==> src/rtl/video_fetch_sched.sv <==
// Text-mode video fetch scheduler: per 16-pixel slot, fetches two character codes and their glyph
// rows over a shared read port and hands the assembled slot to the dot generator.
module video_fetch_sched #(
   parameter int unsigned H_SLOTS_VIS   = 40,
   parameter int unsigned H_SLOTS_TOTAL = 50,
   parameter int unsigned V_LINES_VIS   = 200,
   parameter int unsigned V_LINES_TOTAL = 260
) (
   input  logic        pixel_clk_i,
   input  logic        reset_i,
   input  logic        charset_i,
   input  logic        underrun_clr_i,
   output logic        rd_req_o,
   output logic        rd_space_o,
   output logic [10:0] rd_addr_o,
   input  logic        rd_ack_i,
   input  logic [7:0]  rd_data_i,
   output logic        video_latch_o,
   output logic [15:0] pixels_o,
   output logic [1:0]  reverse_o,
   output logic        display_en_o,
   output logic        frame_o,
   output logic        underrun_o
);

   localparam int unsigned SW = (H_SLOTS_TOTAL > 1) ? $clog2(H_SLOTS_TOTAL) : 1;
   localparam int unsigned LW = (V_LINES_TOTAL > 8) ? $clog2(V_LINES_TOTAL) : 3;
   localparam logic [SW-1:0] SlotLast = SW'(H_SLOTS_TOTAL - 1);
   localparam logic [SW-1:0] SlotVis  = SW'(H_SLOTS_VIS);
   localparam logic [LW-1:0] LineLast = LW'(V_LINES_TOTAL - 1);
   localparam logic [LW-1:0] LineVis  = LW'(V_LINES_VIS);

   typedef enum logic [2:0] {StIdle, StChar0, StChar1, StGlyph0, StGlyph1, StDone} state_e;

   state_e          state_q, state_d;
   logic [3:0]      pix_q;
   logic [SW-1:0]   slot_q, t_slot;
   logic [LW-1:0]   line_q, t_line;
   logic [10:0]     vaddr_q, row_base_q, char_addr_q, new_base, fetch_addr;
   logic [2:0]      tline_q;
   logic [7:0]      char0_q, char1_q, glyph0_q, glyph1_q;
   logic            vis_q, t_vis, slot_start, ack_ok;

   assign video_latch_o = (pix_q == 4'hF);
   assign slot_start    = (pix_q == 4'h0);
   // Requests are withdrawn on the latch clock so a late grant cannot race the underrun path.
   assign rd_req_o = (state_q inside {StChar0, StChar1, StGlyph0, StGlyph1}) && !video_latch_o;
   assign ack_ok   = rd_ack_i && rd_req_o;

   // Target is the slot that follows the current one; its data is latched at the end of this slot.
   always_comb begin
      t_slot = (slot_q == SlotLast) ? '0 : slot_q + 1'b1;
      t_line = line_q;
      if (slot_q == SlotLast) begin
         t_line = (line_q == LineLast) ? '0 : line_q + 1'b1;
      end
      t_vis    = (t_slot < SlotVis) && (t_line < LineVis);
      new_base = row_base_q;
      if (t_line == '0) begin
         new_base = '0;
      end else if (t_line[2:0] == 3'd0) begin
         new_base = row_base_q + 11'd80;
      end
      fetch_addr = (t_slot == '0) ? new_base : vaddr_q;
   end

   always_comb begin
      state_d    = state_q;
      rd_space_o = 1'b0;
      rd_addr_o  = '0;
      unique case (state_q)
         StIdle: begin
            if (slot_start) state_d = t_vis ? StChar0 : StDone;
         end
         StChar0: begin
            rd_addr_o = char_addr_q;
            if (ack_ok) state_d = StChar1;
         end
         StChar1: begin
            rd_addr_o = char_addr_q + 11'd1;
            if (ack_ok) state_d = StGlyph0;
         end
         StGlyph0: begin
            rd_space_o = 1'b1;
            rd_addr_o  = {charset_i, char0_q[6:0], tline_q};
            if (ack_ok) state_d = StGlyph1;
         end
         StGlyph1: begin
            rd_space_o = 1'b1;
            rd_addr_o  = {charset_i, char1_q[6:0], tline_q};
            if (ack_ok) state_d = StDone;
         end
         StDone: ;
         default: state_d = StIdle;
      endcase
      if (video_latch_o) state_d = StIdle;
   end

   always_ff @(posedge pixel_clk_i or posedge reset_i) begin
      if (reset_i) begin
         state_q      <= StIdle;
         pix_q        <= '0;
         slot_q       <= '0;
         line_q       <= '0;
         vaddr_q      <= '0;
         row_base_q   <= '0;
         char_addr_q  <= '0;
         tline_q      <= '0;
         char0_q      <= '0;
         char1_q      <= '0;
         glyph0_q     <= '0;
         glyph1_q     <= '0;
         vis_q        <= 1'b0;
         pixels_o     <= '0;
         reverse_o    <= '0;
         display_en_o <= 1'b0;
         frame_o      <= 1'b0;
         underrun_o   <= 1'b0;
      end else begin
         state_q <= state_d;
         pix_q   <= pix_q + 4'd1;
         frame_o <= video_latch_o && (slot_q == SlotLast) && (line_q == LineLast);
         if (video_latch_o) begin
            slot_q <= t_slot;
            line_q <= t_line;
         end
         if (slot_start) begin
            tline_q     <= t_line[2:0];
            char_addr_q <= fetch_addr;
            vis_q       <= t_vis;
            vaddr_q     <= t_vis ? fetch_addr + 11'd2 : fetch_addr;
            if (t_slot == '0) row_base_q <= new_base;
         end
         if (ack_ok) begin
            case (state_q)
               StChar0:  char0_q  <= rd_data_i;
               StChar1:  char1_q  <= rd_data_i;
               StGlyph0: glyph0_q <= rd_data_i;
               StGlyph1: glyph1_q <= rd_data_i;
               default: ;
            endcase
         end
         if (video_latch_o) begin
            if (state_q == StDone && vis_q) begin
               pixels_o     <= {glyph0_q, glyph1_q};
               reverse_o    <= {char0_q[7], char1_q[7]};
               display_en_o <= 1'b1;
            end else begin
               pixels_o     <= '0;
               reverse_o    <= '0;
               display_en_o <= 1'b0;
            end
         end
         // A miss on the same clock as a clear must win.
         underrun_o <= (video_latch_o && state_q != StDone) || (underrun_o && !underrun_clr_i);
      end
   end

endmodule

==> config.mk <==
export PLATFORM = sky130hd
export DESIGN_NAME = video_fetch_sched
export DESIGN_NICKNAME = d
export VERILOG_FILES = /design/src/rtl/video_fetch_sched.sv
export SDC_FILE = /design/constraint.sdc
export NUM_CORES = 1
export LEC_CHECK = 0
export BUFFER_PORTS_ARGS = -buffer_cell sky130_fd_sc_hd__buf_2
export CAP_MARGIN = 20
export CELL_PAD_IN_SITES_DETAIL_PLACEMENT = 1
export CELL_PAD_IN_SITES_GLOBAL_PLACEMENT = 2
export CORE_ASPECT_RATIO = 0.8
export CORE_MARGIN = 5
export CORE_UTILIZATION = 42
export DETAILED_ROUTE_END_ITERATION = 7
export PLACE_DENSITY = 0.9
export SYNTH_ARGS = -nofsm -noshare
export SYNTH_HDL_FRONTEND = slang
export SYNTH_SLANG_ARGS = --single-unit
==> constraint.sdc <==
create_clock -name pixel_clk_i -period 6.45 [get_ports pixel_clk_i]
set_input_delay 1.29 -clock pixel_clk_i [delete_from_list [all_inputs] [get_ports pixel_clk_i]]
set_output_delay 1.29 -clock pixel_clk_i [all_outputs]
set_load 0.05 [all_outputs]
# After elaboration in Yosys (flattened, before gate mapping)
# Cells that the tools add are included.
# totals
ff_bits	112
inputBits	13
output_inout_bits	35
word_cells	85
# classes
add_sub_neg	6
magnitude_cmp	2
n_eq_ne	15
n_mux	20
n_reduce_logical	24
# ops
cell	count
$mux 11	4
$pmux 11 s4	1
$mux 3	7
$mux 9	2
$ne 3x3->1 const B	6
$pmux 3 s6	1
$mux 16	1
$add 11x1->11 const B	1
$add 11x2->11 const B	1
$add 11x7->11 const B	1
$reduce_and 2->1	5
$add 9x1->9 const B	1
$eq 9x9->1 const B	1
$logic_not 9->1	1
$lt 9x8->1 const B	1
$logic_and 1x1->1	8
$add 6x1->6 const B	1
$eq 3x2->1 const B	2
$eq 3x3->1 const B	2
$eq 6x6->1 const B	1
$logic_not 3->1	2
$logic_not 6->1	1
$lt 6x6->1 const B	1
$mux 6	1
12 further kinds	14

# Longest topological paths before layout
# Gate-level depths: netlist of the first run.
# logic_depth
depth_word	9
depth_mapped	17
mapped_depth_nobuf	14

# Worst setup path after synthesis of the first run
# No wires, ideal clock.
# synth_timing
kind	input -> output
from	input port charset_i
to	output port rd_addr_o[10]
arrival_time_ps	2570
required_ps	5160
path_slack_ps	2590
path_stages	3
n_path_buf	0
path_cell_list	mux2_2 > a21oi_1 > o21ai_0
# synth_between
elab_chain_len	1
# synth_rtl
element	line_no	rtl
start: declaration	11	input logic charset_i,
$pmux 11 s4	71	unique case (state_q)
end: declaration	15	output logic [10:0] rd_addr_o,
# No other way between the ends.

# Final worst setup path of the first run
# layout_timing
from	register slot_q[1]
to	register vaddr_q[7]
# layout_between
elab_chain_len	8
word_cells_on_any_way	15
classes_between	2 x add/sub; 2 x order compare; 1 x eq/ne; 6 x mux; 4 x reduce/logical
# layout_rtl
element	line_no	rtl
start: declaration	37	logic [SW-1:0] slot_q, t_slot;
start signal: assignment	124	slot_q <= t_slot;
parallel branches: the longest is 5 deep, another holds $add 6x1->6	--	
$mux 11 (*)	64	fetch_addr = (t_slot == '0) ? new_base : vaddr_q;
named net fetch_addr[1]	39	logic [10:0] vaddr_q, row_base_q, char_addr_q, new_base, fetch_addr;
$add 11x2->11 (*)	131	vaddr_q <= t_vis ? fetch_addr + 11'd2 : fetch_addr;
$mux 11 (*)	131	
end signal: assignment	131	
end: declaration	39	
# Mark *: on every way through the listed nets, which the timed path passes.
# A chain may end at the register's enable or synchronous reset.

==> out/metrics.cfg, run 1 <==
[setup_path]
crit_required_ps=6700
cp-start-kind=flop
ff2ff_setup_slack_ps=2350
crit_type=flop to flop
arrival_ps=4340
worstPathMaxFanout=19
worstSetupEndpointType=flop

[die]
initial_utilization=0.4285
die_area_sq_um=15490
die_h_um=112.3
io_pins=48
die_w_um=137.9
design.core.area_sq_um=12820
fp-row-count=37

[synth]
synth-seq-cells=109
synthSimpleGateAreaFrac=0.1744
synth_area_leaders=dfrtp_1 (50%), mux2_2 (7.6%), nand2_1 (5.8%)
netlist_instances=533
ys.flop_type=dfrtp_1
async_flop_share=1.000
synth_mux_area_frac=0.08311
yosysWarningCount=0
synth_adder_area_share=0.01594
synth_compound_area_frac=0.1644
netlist_area_sq_um=5495
syn_nets=553
synth_top_area_frac=0.4964
syn_area_per_cell_sq_um=10.31
synth-edff-count=0
synth.largest_area_cell=dfrtp_1
synthXorXnorAreaFrac=0.03188
synth_top_family_by_area=simple AND/OR/NAND/NOR gates
ys_seq_area_frac=0.4964
synth_cell_types=71

[routing]
drtIter0Drc=194
route.met2.wl_um=6412
first_pass_iters=4
wl_met1_um=6703
drtAntennaViolNets=0
viasPerCell=5.699
drc=0
highest_layer=met4
wl_um=13860
wire_per_inst_um=18.72
vias=4217
route.met3.wl_um=542

[layout]
design_area_sq_um=6108
area_delta_synth_final_pct=11.16
num_antenna_cells=0
fillers=1473
nets=581
layout-drive-gt1-share=0.2088

[pwr]
vdd_drop_max_mv=0.1480
pwr_density_cell_nw_per_um2=257.0
leakage_nw=2.755

[sta]
period_needed_ps=4096
setup_viol=0
clock_skew_ps=6.524
slew_headroom=0.4805
setup_tns_ps=0
max_slew.worst_pin.slew_ps=776.6
drv_slew=0
fmax_mhz=244.2
fin_crit_sh=0.6350
finalHoldViolations=0
whs_ps=478.6
rsz0062_at_grt=false

[clock_network]
ctsResizeCount=0
cts_made_buffers=9
tritoncts_num_sinks=109
hold_buffers=0
cts_tree=done
post_cts_buffers=0
cts_max_path_buffers=2
clkLatencyLatePin_ps=350
cts_max_level=3
cts_root_buffer=clkbuf_16
clk_pin_slew_worst_paths_ps=70

[min_path]
hp-class=flop to flop

[global_routing]
grt_pass1_wl_um=23180
grt_max_degree=57
grt-ovfl-total=0
grt_pass1_vias=4397
grt_use_total=0.1888
antenna_found_initial=0

[flow_run]
cap_violations=0

[outcome]
status=finished, final reports clean

[place]
hpwlAfterDp_um=10010
place_area_sq_um=5837
port_buffers=47
gp_congestion=0.8789

-- power by group --
| part | switching, W | internal [W] |
|---|---|---|
| Combinational | 0.000104 | 0.0000887 |
| Clock | 0.000256 | 0.000263 |
| Sequential | 0.0000612 | 0.000797 |
-- state kept, by name, indices dropped and copies added, names as in the netlist, 2 cells and up --
name / cells
glyph1_q: 8
line_q: 9
char0_q: 8
state_q: 3
vaddr_q: 10
tline_q: 3
row_base_q: 10
reverse_o: 2
char_addr_q: 10
pix_q: 4
char1_q: 8
glyph0_q: 8
pixels_o: 16
slot_q: 6
-- cell usage in the layout (no fill, tap or decap), types with 3 or more instances in the layout --
cell       Yosys  routed
a21o_1         4       4
a21oi_1        7       7
a22o_1        22      22
a22oi_1        8       8
a31oi_1        5       5
a41o_1         3       3
and2_1         6       6
and3_1         5       5
buf_2          5      47
buf_4          0       5
clkbuf_16      0       9
dfrtp_1      109     109
ha_1           7       7
inv_1          8       7
mux2_2        37      37
mux2i_1        4       4
nand2_1       85      85
nand2b_1       5       5
nand3_1       10      10
nand3b_1       3       3
nand4_1        5       5
nor2_1        19      19
nor2b_1        4       4
nor3_1        15      15
nor4_1         7       7
o211ai_1       3       3
o21ai_0       31      31
o21ai_1        7       7
o31a_1         5       5
o31ai_1        7       7
xnor2_1       14      14
xor2_1         6       6
-- final timing paths --
| check | start | to | cells after the start |
|---|---|---|---|
| worst max-delay path | slot_q[1]$_DFFE_PP0P_ | vaddr_q[7]$_DFFE_PP0N_ | 14 |
| worst max register to register | slot_q[1]$_DFFE_PP0P_ | vaddr_q[7]$_DFFE_PP0N_ | 14 |
| max in group asynchronous | reset_i | vaddr_q[8]$_DFFE_PP0N_ | 3 |
| worst min register to register | display_en_o$_DFFE_PP0P_ | display_en_o$_DFFE_PP0P_ | 1 |
| min in group asynchronous | reset_i | pixels_o[8]$_DFFE_PP0P_ | 2 |
| worst min-delay path | display_en_o$_DFFE_PP0P_ | display_en_o$_DFFE_PP0P_ | 1 |
-- layout make-up --
class,instances,area [sq um],area share
sequential,109,2728,0.4465
multi-input combinational,380,2581,0.4226
timing repair buffer,52,272.8,0.04465
clock buffer,9,225.2,0.03687
tap,175,219.0,0.03585
clock inverter,6,46.29,0.007579
inverter,9,36.28,0.005940
-- metal layers --
metal  up-vias  track usage
met5         -            0
met3        18      0.03405
met2        69       0.2900
li1       1984            -
met1      2146       0.2746
met4         0      0.05332
-- kinds of logic (layout without fill, tap and decap cells) --
group                    after synthesis  after routing
AO/OA/AOI/OAI                        125            125
buffers and inverters                 44             76
flip-flops                           109            109
AND/OR/NAND/NOR                      187            187
XOR/XNOR                              20             20
adder cells (fa/ha/maj)                7              7
multiplexers                          41             41
-- cells in the mapped netlist (6+ instances only) --
cell type    n
xor2_1       6
and2_1       6
a22oi_1      8
a21oi_1      7
clkbuf_1    27
nor2_1      19
xnor2_1     14
o31ai_1      7
o21ai_1      7
mux2_2      37
dfrtp_1    109
ha_1         7
inv_1        8
a22o_1      22
o21ai_0     31
nor4_1       7
nand3_1     10
nand2_1     85
nor3_1      15
-- worst max-delay path, cell delays in order, from the launching register on --
cell and delay, ps:
dfrtp_1 430, inv_1 80, ha_1 150, nand3b_1 250, nor3_1 550, mux2_2 420, o21bai_1 220, nor3_4 590
o21ai_1 280, ha_1 300, inv_1 60, a211o_1 130, nand3b_1 190, nor3_1 80, o31ai_1 260
-- per-stage QoR --
step | std cells | worst slack (ps) | total power (W) | utilization
finish | 740 | 2354 | 0.001570 | 0.4763
global route | 740 | 1979 | 0.001647 | 0.4763
CTS | 740 | 2365 | 0.001593 | 0.4763
detailed placement | 725 | 2403 | 0.001067 | 0.4552
global placement | 725 | 2600 | 0.001047 | 0.4552
floorplan | 533 | 2286 | 0.001005 | -
(Power assumes the default switching activity.)
==> inputs of run 2 (changes only) <==
- CORE_UTILIZATION: 42 -> 35
- PLACE_DENSITY: 0.9 -> 0.81
- clock period: 6.45 -> 3.5 ns (I/O delays scaled with it)
==> run 2 against run 1 <==
Global-route usage down 2.9 points. Wire length up 3.7%. Die area up 18%. Core utilization down 5.8 points. Clock skew about the same. Clock power up 110%. Clock-buffer cell count unchanged. Fmax up 20%. Critical path depth unchanged. Critical endpoint is now vaddr_q[10]$_DFFE_PP0N_. Largest cell class unchanged.
==> out/metrics.cfg, run 2 (same netlist as run 1, synthesis figures left out) <==
[setup_path]
crit_top_cell=buf_4
crit_start=slot_q[1]$_DFFE_PP0P_
timing.rr.start=slot_q[1]$_DFFE_PP0P_
slowest_stage=dfrtp_1
crit_required_ps=3770
arrival_ps=3670
worstSetupEndpointType=flop
crit_chain=inv_1 -> ha_1 -> nand3b_1 -> buf_6 -> or3_1 -> o32a_1 -> buf_4 -> nor2_2 -> mux2i_1 -> o31ai_2 -> nand4_1 -> buf_4 -> o31a_1 -> o31ai_1
worstPathMaxFanout=6
cp-start-kind=flop
cpPeakStageDelay_ps=410
crit_type=flop to flop

[layout]
regMostFlops=pixels_o
num_antenna_cells=0
nets=609
final_cell_mix=dfrtp_1 (108), nand2_1 (85), buf_2 (47), mux2_2 (37), o21ai_0 (31)
fillers=1771
area_delta_synth_final_pct=18.81
largest_reg_flops=16
layout-drive-gt1-share=0.2694
final_common_cell=dfrtp_1
final_util=0.4186
design_area_sq_um=6529

[sta]
fmax_mhz=293.5
slew_headroom=0.4811
drv_slew=0
rsz0062_at_grt=true
finalHoldViolations=0
period_needed_ps=3407
setup_tns_ps=0
setup_viol=0
clock_skew_ps=6.572
fin_crit_sh=0.9734
max_slew.worst_pin.slew_ps=778.3

[die]
die_area_sq_um=18320
initial_utilization=0.3524
io_pins=48
design.core.area_sq_um=15600
die_w_um=150.1
fp-row-count=41
die_h_um=122.1

[global_routing]
use_met1=0.2325
groute.layer.met3.usage=0.03273
grt_pass1_vias=4361
grt-ovfl-total=0
grt_max_degree=54
grt_pass1_wl_um=23080
grt_use_total=0.1599
grt.busiest_layer=met2
antenna_found_initial=0
met2_usage=0.2439

[clock_network]
hold_buffers=0
cts_made_buffers=9
cts_root_buffer=clkbuf_16
cts_max_path_buffers=2
cts_tree=done
clkLatencyLatePin_ps=360
tritoncts_num_sinks=109
cts_max_level=3
clk_pin_slew_worst_paths_ps=80

[place]
place_area_sq_um=6093
hpwlAfterDp_um=10500
port_buffers=47
gp_congestion=0.8373

[routing]
viasPerCell=5.345
wl_um=14370
drtIter0Drc=212
drtAntennaViolNets=0
vias=4324
drc=0
first_pass_iters=4
wire_per_inst_um=17.77

[pwr]
pwr_density_cell_nw_per_um2=463.3
vdd_drop_max_mv=0.1832
p_total_w=0.003025
leakage_nw=2.925

[outcome]
status=finished, final reports clean

[flow_run]
cap_violations=0

[min_path]
hp-class=input pin to asynchronous set/reset pin

[run 2: cell count changes in the layout (fill, tap and decap cells not counted), moves of 2 or more]
| cell | delta |
|---|---|
| inv_8 | +2 |
| nor3_2 | +2 |
| nor3_1 | -2 |
| nor4_1 | -2 |
| o21ai_1 | -2 |
| inv_6 | -2 |
| buf_12 | +2 |
| buf_4 | +25 |
| o21ai_2 | +2 |
[run 2: cell type report]
type / instances / area [sq um] / area share
Inverter: 9 / 37.54 / 0.005749
Multi-Input combinational cell: 380 / 2663 / 0.4078
Clock inverter: 7 / 93.84 / 0.01437
Tap cell: 215 / 269.0 / 0.04120
Sequential cell: 109 / 2729 / 0.4180
Clock buffer: 9 / 225.2 / 0.03450
Timing Repair Buffer: 80 / 511.7 / 0.07838
[run 2: worst paths after layout]
path	to	slack [ps]	cells after the start
min in group pixel_clk_i	pix_q[0]$_DFF_PP0_	480	1
worst max-delay path	vaddr_q[10]$_DFFE_PP0N_	90	14
worst min-delay path	reverse_o[1]$_DFFE_PP0P_	450	2
worst min register to register	pix_q[0]$_DFF_PP0_	480	1
worst max register to register	vaddr_q[10]$_DFFE_PP0N_	90	14
max in group asynchronous	slot_q[0]$_DFFE_PP0P_	2250	3
[run 2: report_power, final]
part	internal (W)	switching, W	leakage (nW)
combinational	0.000165	0.000188	1.36
clock	0.000574	0.000521	0.152
sequential	0.00147	0.000108	1.42
[run 2: timing repair]
item | in CTS | in global routing
pin swaps | 0 | 6
resized for setup | 1 | 17
buffers inserted | 0 | 4
setup endpoints to repair | 4 | 5
[run 2: routing by layer]
layer,part of all wire,wire length [um]
met4,0.0087,125
met5,0,0
met2,0.46,6618
met1,0.49,7105
met3,0.036,522
[run 2: critical path: cells and delay by family, from the launching register on]
family                     cells  cell delay, ps
AOI/OAI and AO/OA              4            1040
and+or+nand+nor                4             880
muxes                          1             150
adders and majority gates      1             160
buffers and inverters          4             660
DFF                            1             410
[run 2: stage by stage]
stage / worst slack (ps) / hold WS, ps / cells
finish: 93.14 / 446.5 / 809
global route: -34.31 / 504.1 / 809
CTS: 17.84 / 465.8 / 805
detailed placement: -33.19 / 468.2 / 789
global placement: 169.3 / 452.8 / 789
floorplan: 17.39 / 441.8 / 533
